--- src/rtl/imem_loader.sv ---
// imem_loader: boot-time instruction-memory loader.
// Receives a byte stream (16-bit LE word count, then LE 32-bit words) and
// writes the words sequentially from word address 0. The core is held in
// reset until the image has been written.
// Build option: define IMEM_LOADER_CHECKSUM_EN to require a trailing XOR
// checksum byte (XOR of every earlier byte). A mismatch ends in error.
module imem_loader #(
    parameter int ADDR_W = 8
) (
    input  logic              clock,
    input  logic              reset,
    input  logic              in_valid,
    input  logic [7:0]        in_data,
    output logic              in_ready,
    output logic              imem_we,
    output logic [ADDR_W-1:0] imem_addr,
    output logic [31:0]       imem_wdata,
    output logic              cpu_reset_hold,
    output logic              done,
    output logic              error
);

    localparam logic [2:0] S_HDR0   = 3'd0;
    localparam logic [2:0] S_HDR1   = 3'd1;
    localparam logic [2:0] S_DATA   = 3'd2;
`ifdef IMEM_LOADER_CHECKSUM_EN
    localparam logic [2:0] S_CSUM   = 3'd3;
`endif
    localparam logic [2:0] S_SETTLE = 3'd4;
    localparam logic [2:0] S_DONE   = 3'd5;
    localparam logic [2:0] S_ERROR  = 3'd6;

    // State entered once the payload (or an empty header) has been consumed.
`ifdef IMEM_LOADER_CHECKSUM_EN
    localparam logic [2:0] S_POST = S_CSUM;
`else
    localparam logic [2:0] S_POST = S_SETTLE;
`endif

    // 17-bit capacity so that a count equal to the full depth is legal.
    localparam logic [16:0] DEPTH = 17'd1 << ADDR_W;

    logic [2:0]        state_reg, state_next;
    logic [7:0]        cnt_lo_reg, cnt_lo_next;
    logic [16:0]       rem_reg, rem_next;
    logic [1:0]        bcnt_reg, bcnt_next;
    logic [23:0]       asm_reg, asm_next;
    logic [ADDR_W-1:0] widx_reg, widx_next;
    logic              we_reg, we_next;
    logic [ADDR_W-1:0] addr_reg, addr_next;
    logic [31:0]       wdata_reg, wdata_next;
    logic              ready_reg, ready_next;
    logic              done_reg, done_next;
    logic              error_reg, error_next;
    logic              hold_reg, hold_next;
`ifdef IMEM_LOADER_CHECKSUM_EN
    logic [7:0]        xor_reg, xor_next;
`endif

    logic        accept;
    logic [16:0] hdr_count;

    // A byte moves only while the registered ready is high.
    assign accept    = in_valid & ready_reg;
    assign hdr_count = {1'b0, in_data, cnt_lo_reg};

    // Next-state logic for the stream parser, word assembly and outputs.
    always_comb begin
        state_next  = state_reg;
        cnt_lo_next = cnt_lo_reg;
        rem_next    = rem_reg;
        bcnt_next   = bcnt_reg;
        asm_next    = asm_reg;
        widx_next   = widx_reg;
        we_next     = 1'b0;
        addr_next   = addr_reg;
        wdata_next  = wdata_reg;
`ifdef IMEM_LOADER_CHECKSUM_EN
        xor_next    = accept ? (xor_reg ^ in_data) : xor_reg;
`endif
        case (state_reg)
            S_HDR0: begin
                if (accept) begin
                    cnt_lo_next = in_data;
                    state_next  = S_HDR1;
                end
            end
            S_HDR1: begin
                if (accept) begin
                    if (hdr_count > DEPTH) begin
                        state_next = S_ERROR;
                    end else if (hdr_count == 17'd0) begin
                        state_next = S_POST;
                    end else begin
                        rem_next   = hdr_count;
                        bcnt_next  = 2'd0;
                        state_next = S_DATA;
                    end
                end
            end
            S_DATA: begin
                if (accept) begin
                    // Bytes enter at the top so the first byte ends up lowest.
                    asm_next  = {in_data, asm_reg[23:8]};
                    bcnt_next = bcnt_reg + 2'd1;
                    if (bcnt_reg == 2'd3) begin
                        we_next    = 1'b1;
                        wdata_next = {in_data, asm_reg};
                        addr_next  = widx_reg;
                        widx_next  = widx_reg + 1'b1;
                        rem_next   = rem_reg - 17'd1;
                        if (rem_reg == 17'd1) begin
                            state_next = S_POST;
                        end
                    end
                end
            end
`ifdef IMEM_LOADER_CHECKSUM_EN
            S_CSUM: begin
                if (accept) begin
                    state_next = (in_data == xor_reg) ? S_SETTLE : S_ERROR;
                end
            end
`endif
            // One quiet cycle so the last write lands before the core starts.
            S_SETTLE: state_next = S_DONE;
            S_DONE:   state_next = S_DONE;
            S_ERROR:  state_next = S_ERROR;
            default:  state_next = S_ERROR;
        endcase

        ready_next = (state_next == S_HDR0) || (state_next == S_HDR1) ||
`ifdef IMEM_LOADER_CHECKSUM_EN
                     (state_next == S_CSUM) ||
`endif
                     (state_next == S_DATA);
        done_next  = (state_next == S_DONE);
        error_next = (state_next == S_ERROR);
        hold_next  = (state_next != S_DONE);
    end

    // State and output registers; reset wins over any concurrent byte.
    always_ff @(posedge clock) begin
        if (reset) begin
            state_reg  <= S_HDR0;
            cnt_lo_reg <= 8'd0;
            rem_reg    <= 17'd0;
            bcnt_reg   <= 2'd0;
            asm_reg    <= 24'd0;
            widx_reg   <= '0;
            we_reg     <= 1'b0;
            addr_reg   <= '0;
            wdata_reg  <= 32'd0;
            ready_reg  <= 1'b0;
            done_reg   <= 1'b0;
            error_reg  <= 1'b0;
            hold_reg   <= 1'b1;
`ifdef IMEM_LOADER_CHECKSUM_EN
            xor_reg    <= 8'd0;
`endif
        end else begin
            state_reg  <= state_next;
            cnt_lo_reg <= cnt_lo_next;
            rem_reg    <= rem_next;
            bcnt_reg   <= bcnt_next;
            asm_reg    <= asm_next;
            widx_reg   <= widx_next;
            we_reg     <= we_next;
            addr_reg   <= addr_next;
            wdata_reg  <= wdata_next;
            ready_reg  <= ready_next;
            done_reg   <= done_next;
            error_reg  <= error_next;
            hold_reg   <= hold_next;
`ifdef IMEM_LOADER_CHECKSUM_EN
            xor_reg    <= xor_next;
`endif
        end
    end

    assign in_ready       = ready_reg;
    assign imem_we        = we_reg;
    assign imem_addr      = addr_reg;
    assign imem_wdata     = wdata_reg;
    assign cpu_reset_hold = hold_reg;
    assign done           = done_reg;
    assign error          = error_reg;

endmodule
--- config.mk ---
export PLATFORM = sky130hd
export DESIGN_NAME = imem_loader
export DESIGN_NICKNAME = d
export VERILOG_FILES = /design/src/rtl/imem_loader.sv
export SDC_FILE = /design/constraint.sdc
export NUM_CORES = 1
export LEC_CHECK = 0
export CORE_ASPECT_RATIO = 0.75
export CORE_MARGIN = 10
export CORE_UTILIZATION = 55
export DETAILED_ROUTE_END_ITERATION = 16
export GPL_TIMING_DRIVEN = 0
export PLACE_DENSITY_LB_ADDON = 0.1
export SLEW_MARGIN = 20
export SYNTH_ARGS = -nofsm -noshare
export SYNTH_HDL_FRONTEND = slang
export SYNTH_SLANG_ARGS = --single-unit
--- constraint.sdc ---
create_clock -name clock -period 4.8 [get_ports clock]
set_input_delay 1.2 -clock clock [delete_from_list [all_inputs] [get_ports clock]]
set_output_delay 1.2 -clock clock [all_outputs]
set_load 0.05 [all_outputs]
==> impl_metrics.toml, run 1 <==
[outcome]
outcome = "finished clean"

[die]
die_h_um = 97.21
num_io_pins = 56
rows = 28
dieArea_mm2 = 0.01195
initial_core_util_pct = 55.96
core-area_mm2 = 0.007812
die_x_um = 122.9

[final_layout]
seq_area_mm2 = 0.002142
diodes = 0
syn_to_final_growth_pct = 19.38
layout_common_cells = "155 x nand2_1, 107 x dfxtp_1, 74 x a21oi_1"
fill_cells = 676
drive_gt1_share_pct = 5.307
final_common_cell = "nand2_1"
fin_util_pct = 66.80
largest_reg_flops = 32
multi_input_area_mm2 = 0.002068
post_layout_nonfiller_instances = 708
nNetsFinal = 613

[logic_synthesis]
syn-num-nets = 548
synth_ff_type = "dfxtp_1"
syn_avg_cell_area_um2 = 8.202
synth_seq_cells = 107
seq_area_frac_synth_pct = 49.00
synth_area_mm2 = 0.004372
yosysUniqueCellTypes = 53
synth_warnings = 0
synth_enable_flop_cells = 0
async_flop_share_pct = 0
synthCells = 533

[timing]
hold_viol = 0
hold_slack_ps = 456.9
rsz0062_at_grt = "no"
drv_slew = 0
finalWorstPathRequiredPeriod_ps = 3564
min_period_over_period_pct = 74.24
fmax_mhz = 280.6
worst_clock_skew_ps = 11.17
fin_tns_setup_ps = 0
maxSlewHeadroom_pct = 37.46
worstMarginPinSlew_ps = 933.1
setup_viol = 0

[setup_path]
crit_path_end_kind = "register"
crit_type = "input pin to register"
r2r_start = "state_reg[1]"
reg2reg_to = "rem_reg[13]"
r2r_setup_slack_ps = 2080
cp_max_fo = 10
reg2reg_depth = 8
crit_path_start_kind = "input pin"
critPathArrivalTime_ps = 3790
critPathRequiredTime_ps = 5030

[place]
gp_congestion = 0.9004
port_buffers = 54
dp_cells = 692
dp_hpwl_mm = 8.203

[clocking]
tritoncts = "built"
htree_levels = 3
clk_latency_ps = 360
hold_buffers = 0
clockBufferDepth = 2
clk_pin_slew_ps = 110
cts_setup_buffers = 0
cts_buffers = 9
cts.sinks = 107
clock-root-buffer = "clkbuf_8"
ctsResizeCount = 0

[global_routing]
grt_pass1_wl_mm = 18.78
grt_use_total_pct = 18.88
gr-total-overflow = 0
antenna_found_initial = 0
grt_max_degree = 19
grt_pass1_vias = 3782

[worst_hold_path]
holdPathEnd = "imem_wdata[5]"
hp-start = "asm_reg[5]"
whs_path_depth = 2
worstHoldPathType = "register to register"

[power_and_ir_drop]
p_leak_nw = 1.751
p_per_area_mw_per_mm2 = 297.4
ir_drop_mv = 0.2121
p_total_mw = 1.552

[route]
via_per_inst = 5.655
wirelength_mm = 11.18
firstDrtPassIters = 4
vias = 4004
wire_per_inst_um = 15.79
drt_iter0_markers = 274
drtAntennaViolNets = 0
drc = 0

[job]
drv_cap = 0
[report_power, final]
part / total (mW) / internal [mW] / switching, mW
Clock: 0.503 / 0.193 / 0.310
Combinational: 0.141 / 0.0488 / 0.0920
Sequential: 0.909 / 0.899 / 0.0101
Total: 1.55 / 1.14 / 0.412
[critical path, stage by stage]
cell             delay [ps]
clkdlybuf4s50_1         560
or4_4                   600
or4_4                   580
a31oi_2                 350
buf_6                   210
mux2i_1                 200
o22ai_1                  90
[cells in the mapped netlist, types with 2 or more instances]
| library cell | number | share of area, % |
|---|---|---|
| buf_6 | 2 | 0.52 |
| o21ai_0 | 9 | 1.0 |
| a21bo_2 | 2 | 0.46 |
| buf_1 | 3 | 0.26 |
| nand2b_1 | 2 | 0.29 |
| or3_1 | 2 | 0.29 |
| nor4_1 | 8 | 1.1 |
| o311ai_0 | 4 | 0.80 |
| xnor2_1 | 4 | 0.80 |
| clkbuf_1 | 31 | 2.7 |
| nand2_1 | 155 | 13 |
| nor3_1 | 5 | 0.57 |
| or4_4 | 2 | 0.52 |
| a21oi_1 | 74 | 8.5 |
| nor2_1 | 32 | 2.7 |
| nand4_1 | 5 | 0.72 |
| and2_1 | 2 | 0.29 |
| a31oi_1 | 2 | 0.29 |
| xor2_1 | 5 | 1.0 |
| ha_1 | 4 | 1.1 |
| o311a_1 | 3 | 0.69 |
| dfxtp_1 | 107 | 49 |
| nand3_1 | 5 | 0.57 |
| o31ai_2 | 3 | 0.86 |
| nand3b_1 | 4 | 0.69 |
| inv_1 | 3 | 0.26 |
| o31ai_1 | 2 | 0.34 |
| nor3b_1 | 2 | 0.34 |
| o21ai_1 | 3 | 0.34 |
| o211ai_1 | 2 | 0.34 |
| mux2i_1 | 15 | 3.4 |
| and3_1 | 3 | 0.43 |
| or4_1 | 3 | 0.52 |
| a311oi_1 | 4 | 0.80 |
| o41ai_1 | 3 | 0.60 |
[routing by layer]
layer  GRT usage (%)  part of all wire [%]
met1           26.94                    47
met2           27.13                    44
met3           6.156                   8.5
met4           3.436                  0.56
met5               0                     0
[worst max path at each step]
stage | from | to | slack (ps) | cells after the start
2_1_floorplan | in_data[4] | rem_reg[7] | 1690 | 6
3_3_place_gp | in_data[4] | rem_reg[7] | 940 | 7
3_5_place_dp | in_data[4] | rem_reg[7] | 900 | 7
4_1_cts | in_data[4] | rem_reg[7] | 1270 | 7
5_1_grt | in_valid | rem_reg[13] | 1150 | 9
6_report | in_data[4] | rem_reg[7] | 1240 | 7
[final cells by class]
class | count | area share [%]
Clock buffer | 9 | 2.374
Buffer | 36 | 2.877
Tap cell | 105 | 2.517
Sequential cell | 107 | 41.05
Multi-Input combinational cell | 387 | 39.63
Inverter | 3 | 0.2158
Timing Repair Buffer | 54 | 10.36
Clock inverter | 7 | 0.9830
[kinds of logic after synthesis]
kind of cell | after synthesis | synth area share (%)
compound gates | 118 | 16.46
simple gates | 241 | 24.47
mux | 15 | 3.434
xor+xnor | 9 | 1.803
fa+ha+maj | 4 | 1.145
flops | 107 | 49.00
buf+inv | 39 | 3.692
[stage by stage]
stage	cell area, um^2	setup WS [ps]
6_report	5219	1236
3_5_place_dp	5044	900.7
3_3_place_gp	5044	936.5
4_1_cts	5219	1272
5_1_grt	5219	1152
2_1_floorplan	4372	1695
No activity file was read; power rests on OpenSTA's default activity.
==> run 2, diff against run 1 <==
Clock period 4.8 ns to 3.29 ns, I/O delays scaled along.
==> results of run 2 <==
The final DEF is identical to that of run 1. Status: finished clean.
Among the figures that moved: setup slack after placement 900.7 ps -> -231.8 ps; setup slack after layout 1236 ps -> 104.0 ps; register-to-register setup slack 2080 ps -> 570 ps; total power 1.552 mW -> 2.264 mW; worst IR drop on VDD 0.2121 mV -> 0.3094 mV
==> edit 1 (settings of run 1) <==
Set the parameter `ADDR_W` to 6 (it was 8).
--- a/src/rtl/imem_loader.sv
+++ b/src/rtl/imem_loader.sv
@@ -6,5 +6,5 @@
 // checksum byte (XOR of every earlier byte). A mismatch ends in error.
 module imem_loader #(
-    parameter int ADDR_W = 8
+    parameter int ADDR_W = 6
 ) (
     input  logic              clock,
Ports: changed (resized imem_addr); port bits go from 56 to 54. The function was not compared with the original's and may differ.
==> edit 1 against run 1 <==
  * Die area down 4.6%
  * Routed wire length down 3.8%
  * Power down 2.0%
  * Setup slack better by 0.44 ns
  * First-iteration DRC count down 2.9%
  * Synthesized area down 5.7%
  * Global-route usage up 0.19 points
  * Design area down 4.4%
  * Cell count down 4.2%
  * Sequential cell count down 4
  * Synthesized cell count down 4.5%
  * Sequential power down 4.2%
  * Largest power group unchanged
==> edit 1: results (changes against run 1) <==
Final layout
  – Nets: 587 (was 613)
  – Share of post-route cells with drive strength above 1: 0.0485 (was 0.0531)
  – Ant diodes: 0 (unchanged)
  – Finished Layout Cells: 678 (was 708)

Critical path
  – R2r endpoint: rem_reg[6]$_SDFFE_PP0P_ (was rem_reg[13]$_SDFFE_PP0P_)
  – Worst setup path end: rem_reg[15]$_SDFFE_PP0P_ (was rem_reg[7]$_SDFFE_PP0P_)
  – Top delay family on crit path: buffers and inverters (was simple AND/OR/NAND/NOR gates)
  – R2R depth: 7 (was 8)
  – CP arrival: 3.40 ns (was 3.79 ns)
  – Worst Setup SP: in_valid (was in_data[4])
  – Internal reg-to-reg setup slack: 2.19 ns (was 2.08 ns)
  – Slowest Stage Delay on Critical Path: 0.53 ns (was 0.60 ns)
  – CP max-delay cell: clkbuf_1 (was or4_4)

Outcome
  – Status: complete, no violations (unchanged)

Power and ir drop
  – Pleak: 1.63 nW (was 1.75 nW)
  – Worst vdd ir: 0.169 mV (was 0.212 mV)

Worst hold path
  – Hold Path Class: reg -> reg (unchanged)
  – Worst Hold Path EP: imem_wdata[3]$_SDFFE_PP0P_ (was imem_wdata[5]$_SDFFE_PP0P_)
  – Worst Hold Launch: asm_reg[3]$_SDFFE_PP0P_ (was asm_reg[5]$_SDFFE_PP0P_)
  – Hold Path Depth: 2 (unchanged)

Routing
  – Avg WL per Cell: 15.9 um (was 15.8 um)
  – First drt pass iteration count: 4 (unchanged)
  – Initial drt markers: 266 (was 274)
  – Vias: 3,886 (was 4,004)

Timing
  – Final clock skew: 0.0125 ns (was 0.0112 ns)
  – Worst hold margin: 0.453 ns (was 0.457 ns)
  – Slew at the pin closest to its max-slew limit: 0.780 ns (was 0.933 ns)

Synth
  – Syn Area/Cell: 8.10 um2 (was 8.20 um2)
  – Most frequent cells after synthesis: nand2_1 (149), dfxtp_1 (103), a21oi_1 (76), nor2_1 (31), clkbuf_1 (27) (was nand2_1 (155), dfxtp_1 (107), a21oi_1 (74), nor2_1 (32), clkbuf_1 (31))
  – Post-synth net total: 524 (was 548)
  – Unique cell type count in the Yosys netlist: 50 (was 53)
  – Seq/Total Area, Yosys: 0.500 (was 0.490)
  – Synthesis Warnings: 0 (unchanged)
  – Synth area leaders: dfxtp_1 (50%), nand2_1 (14%), a21oi_1 (9.2%) (was dfxtp_1 (49%), nand2_1 (13%), a21oi_1 (8.5%))

Global routing
  – Largest net degree at the start of global routing: 18 (was 19)
  – Total GRT Usage: 0.191 (was 0.189)
  – Vias in the first global route: 3,572 (was 3,782)
  – First-pass GRT wire length: 17.7 mm (was 18.8 mm)

Placed design
  – PortBufs: 52 (was 54)
  – Inst Count DP: 662 (was 692)
  – Dpl hpwl: 7.78 mm (was 8.20 mm)
  – GPL Wtd Cong: 0.902 (was 0.900)

Clock tree
  – Clock latency on the worst-skew pair: 0.38 ns (was 0.36 ns)
  – CTS root buf: clkbuf_8 (unchanged)
  – Post CTS Setup Buffer Count: 0 (unchanged)
[edit 1: changes by cell type after synthesis, sizes merged, moves of 5 or more]
cell          run 1  this run
nand2           155       149
nand3             5        15
a21oi            74        81
o32ai             1         6
o21ai            12         5
mux2i            15         8
[edit 1: final cells by class]
class	count	area, um2
Fill cell	654	2340
Sequential cell	103	2060
Multi-Input combinational cell	370	1930
Timing Repair Buffer	52	520
Clock buffer	11	141
Buffer	32	129
Tap cell	101	126
Clock inverter	5	66.3
Inverter	4	15.0
[edit 1: through the flow]
step / area, um2 / util / power (mW) / worst slack (ns)
finish: 4990 / 0.680 / 1.52 / 1.68
CTS: 4980 / 0.679 / 1.53 / 1.67
floorplan: 4120 / - / 0.942 / 2.15
global route: 4990 / 0.680 / 1.57 / 1.47
global placement: 4770 / 0.651 / 0.971 / 1.34
detailed placement: 4770 / 0.651 / 0.972 / 1.27
[edit 1: tightest hold or removal path: stages, from the launching register on]
cell and delay (ns):
dfxtp_1 0.32, nand2_1 0.05, a21oi_1 0.05
[edit 1: logic make-up (layout without fill, tap and decap cells)]
family,after synthesis,after routing,share of synthesized area
simple gates,234,234,0.250
compound gates,118,118,0.171
flops,103,103,0.500
buf+inv,36,104,0.0349
mux,8,8,0.0194
xor+xnor,6,6,0.0127
fa+ha+maj,4,4,0.0121
[edit 1: metal layers]
metal,share of wire,up-vias,GRT usage
li1,-,1871,-
met4,0.013,0,0.0631
met3,0.099,15,0.0733
met2,0.42,156,0.276
met1,0.47,1844,0.256
met5,0,-,0
[edit 1: report_power, final]
part | internal (mW) | switching, mW | leakage (nW)
combinational | 0.0310 | 0.0541 | 0.696
clock | 0.261 | 0.304 | 0.102
sequential | 0.862 | 0.00875 | 0.831
total | 1.15 | 0.366 | 1.63
==> edit 2 (settings of run 1) <==
Without the edit above. `addr_reg` and `wdata_reg` no longer have a reset.
--- a/src/rtl/imem_loader.sv
+++ b/src/rtl/imem_loader.sv
@@ -150,6 +150,4 @@
             widx_reg   <= '0;
             we_reg     <= 1'b0;
-            addr_reg   <= '0;
-            wdata_reg  <= 32'd0;
             ready_reg  <= 1'b0;
             done_reg   <= 1'b0;
@@ -167,6 +165,4 @@
             widx_reg   <= widx_next;
             we_reg     <= we_next;
-            addr_reg   <= addr_next;
-            wdata_reg  <= wdata_next;
             ready_reg  <= ready_next;
             done_reg   <= done_next;
@@ -177,4 +173,9 @@
 `endif
         end
+    end
+
+    always_ff @(posedge clock) begin
+        addr_reg  <= addr_next;
+        wdata_reg <= wdata_next;
     end
 
Function: differs if reset is asserted again (counterexample within 10 cycles, from zero or initial values and one cycle with reset high); with reset held inactive, the same outputs for 10 cycles.
==> edit 2 against run 1 <==
  * Design area shrank 0.72%
  * Synthesized area is 1.8% lower
  * Power up 8.3%
  * Non-clock buffer count decreased by 11
  * Count of clock-buffer cells in the layout increased by 1
  * Register-to-register slack improved by 0.22 ns
  * Global-route usage is 2.1 points lower
  * Sequential cell count unchanged
  * Setup slack better by 0.30 ns
  * Routed wire length shrank 11%
  * Critical path type unchanged
  * Critical endpoint is now rem_reg[14]$_SDFFE_PP0P_
==> edit 2: results (changes against run 1) <==
Synth
  – Post-synth net total: 418 (was 548)
  – Number of synthesized flops with an enable pin: 40 (was 0)

Final layout
  – Clock buffers: 10 (was 9)
  – Layout fillers: 573 (was 676)
  – Num sequential: 107 (unchanged)
  – Signal buffers: 79 (was 90)
  – Clock network area share: 0.0413 (was 0.0336)
  – Non-clock inverter count: 4 (was 3)

Routing
  – Initial drt markers: 310 (was 274)
  – Avg WL per Cell: 17.4 um (was 15.8 um)

Critical path
  – Internal reg-to-reg setup slack: 2.30 ns (was 2.08 ns)
  – R2R depth: 10 (was 8)
  – CP max-delay cell: or4_1 (was or4_4)
  – R2r endpoint: rem_reg[10]$_SDFFE_PP0P_ (was rem_reg[13]$_SDFFE_PP0P_)
  – Slowest Stage Delay on Critical Path: 0.64 ns (was 0.60 ns)

Global routing
  – Largest net degree at the start of global routing: 48 (was 19)
  – Total GRT Usage: 0.168 (was 0.189)

Power and ir drop
  – Pwr Total: 1.68 mW (was 1.55 mW)
  – Pleak: 1.67 nW (was 1.75 nW)
  – Net Sw Frac: 0.251 (was 0.265)

Timing
  – Worst hold margin: 0.443 ns (was 0.457 ns)
  – Final clock skew: 0.0110 ns (was 0.0112 ns)

Worst hold path
  – Hold Path Depth: 0 (was 2)

Placed design
  – Dpl hpwl: 6.97 mm (was 8.20 mm)
  – Post-DP Area: 0.00496 mm2 (was 0.00504 mm2)

Outcome
  – Status: complete, no violations (unchanged)

Clock tree
  – Clock latency on the worst-skew pair: 0.38 ns (was 0.36 ns)
-- edit 2: per-layer routing --
metal	global-route usage	routed length, um
met5	0	0
met3	0.0614	865
met1	0.222	4460
met4	0.0515	115
met2	0.254	4530
-- edit 2: logic make-up (layout without fill, tap and decap cells) --
family,after synthesis,in the layout,share of synthesized area
XOR/XNOR,7,7,0.0143
buffers and inverters,29,99,0.0350
adder cells (fa/ha/maj),4,4,0.0117
multiplexers,8,8,0.0187
flip-flops,107,107,0.592
AND/OR/NAND/NOR,154,154,0.180
AO/OA/AOI/OAI,94,94,0.148
-- edit 2: worst register-to-register path, stage by stage, from the launching register on --
cell and delay, ns:
dfxtp_1 0.32, buf_4 0.15, or3b_1 0.34, buf_2 0.15, or2_1 0.23, buf_6 0.15, clkinv_4 0.31, a31oi_2 0.09
buf_6 0.18, o311ai_1 0.30, o31ai_1 0.14
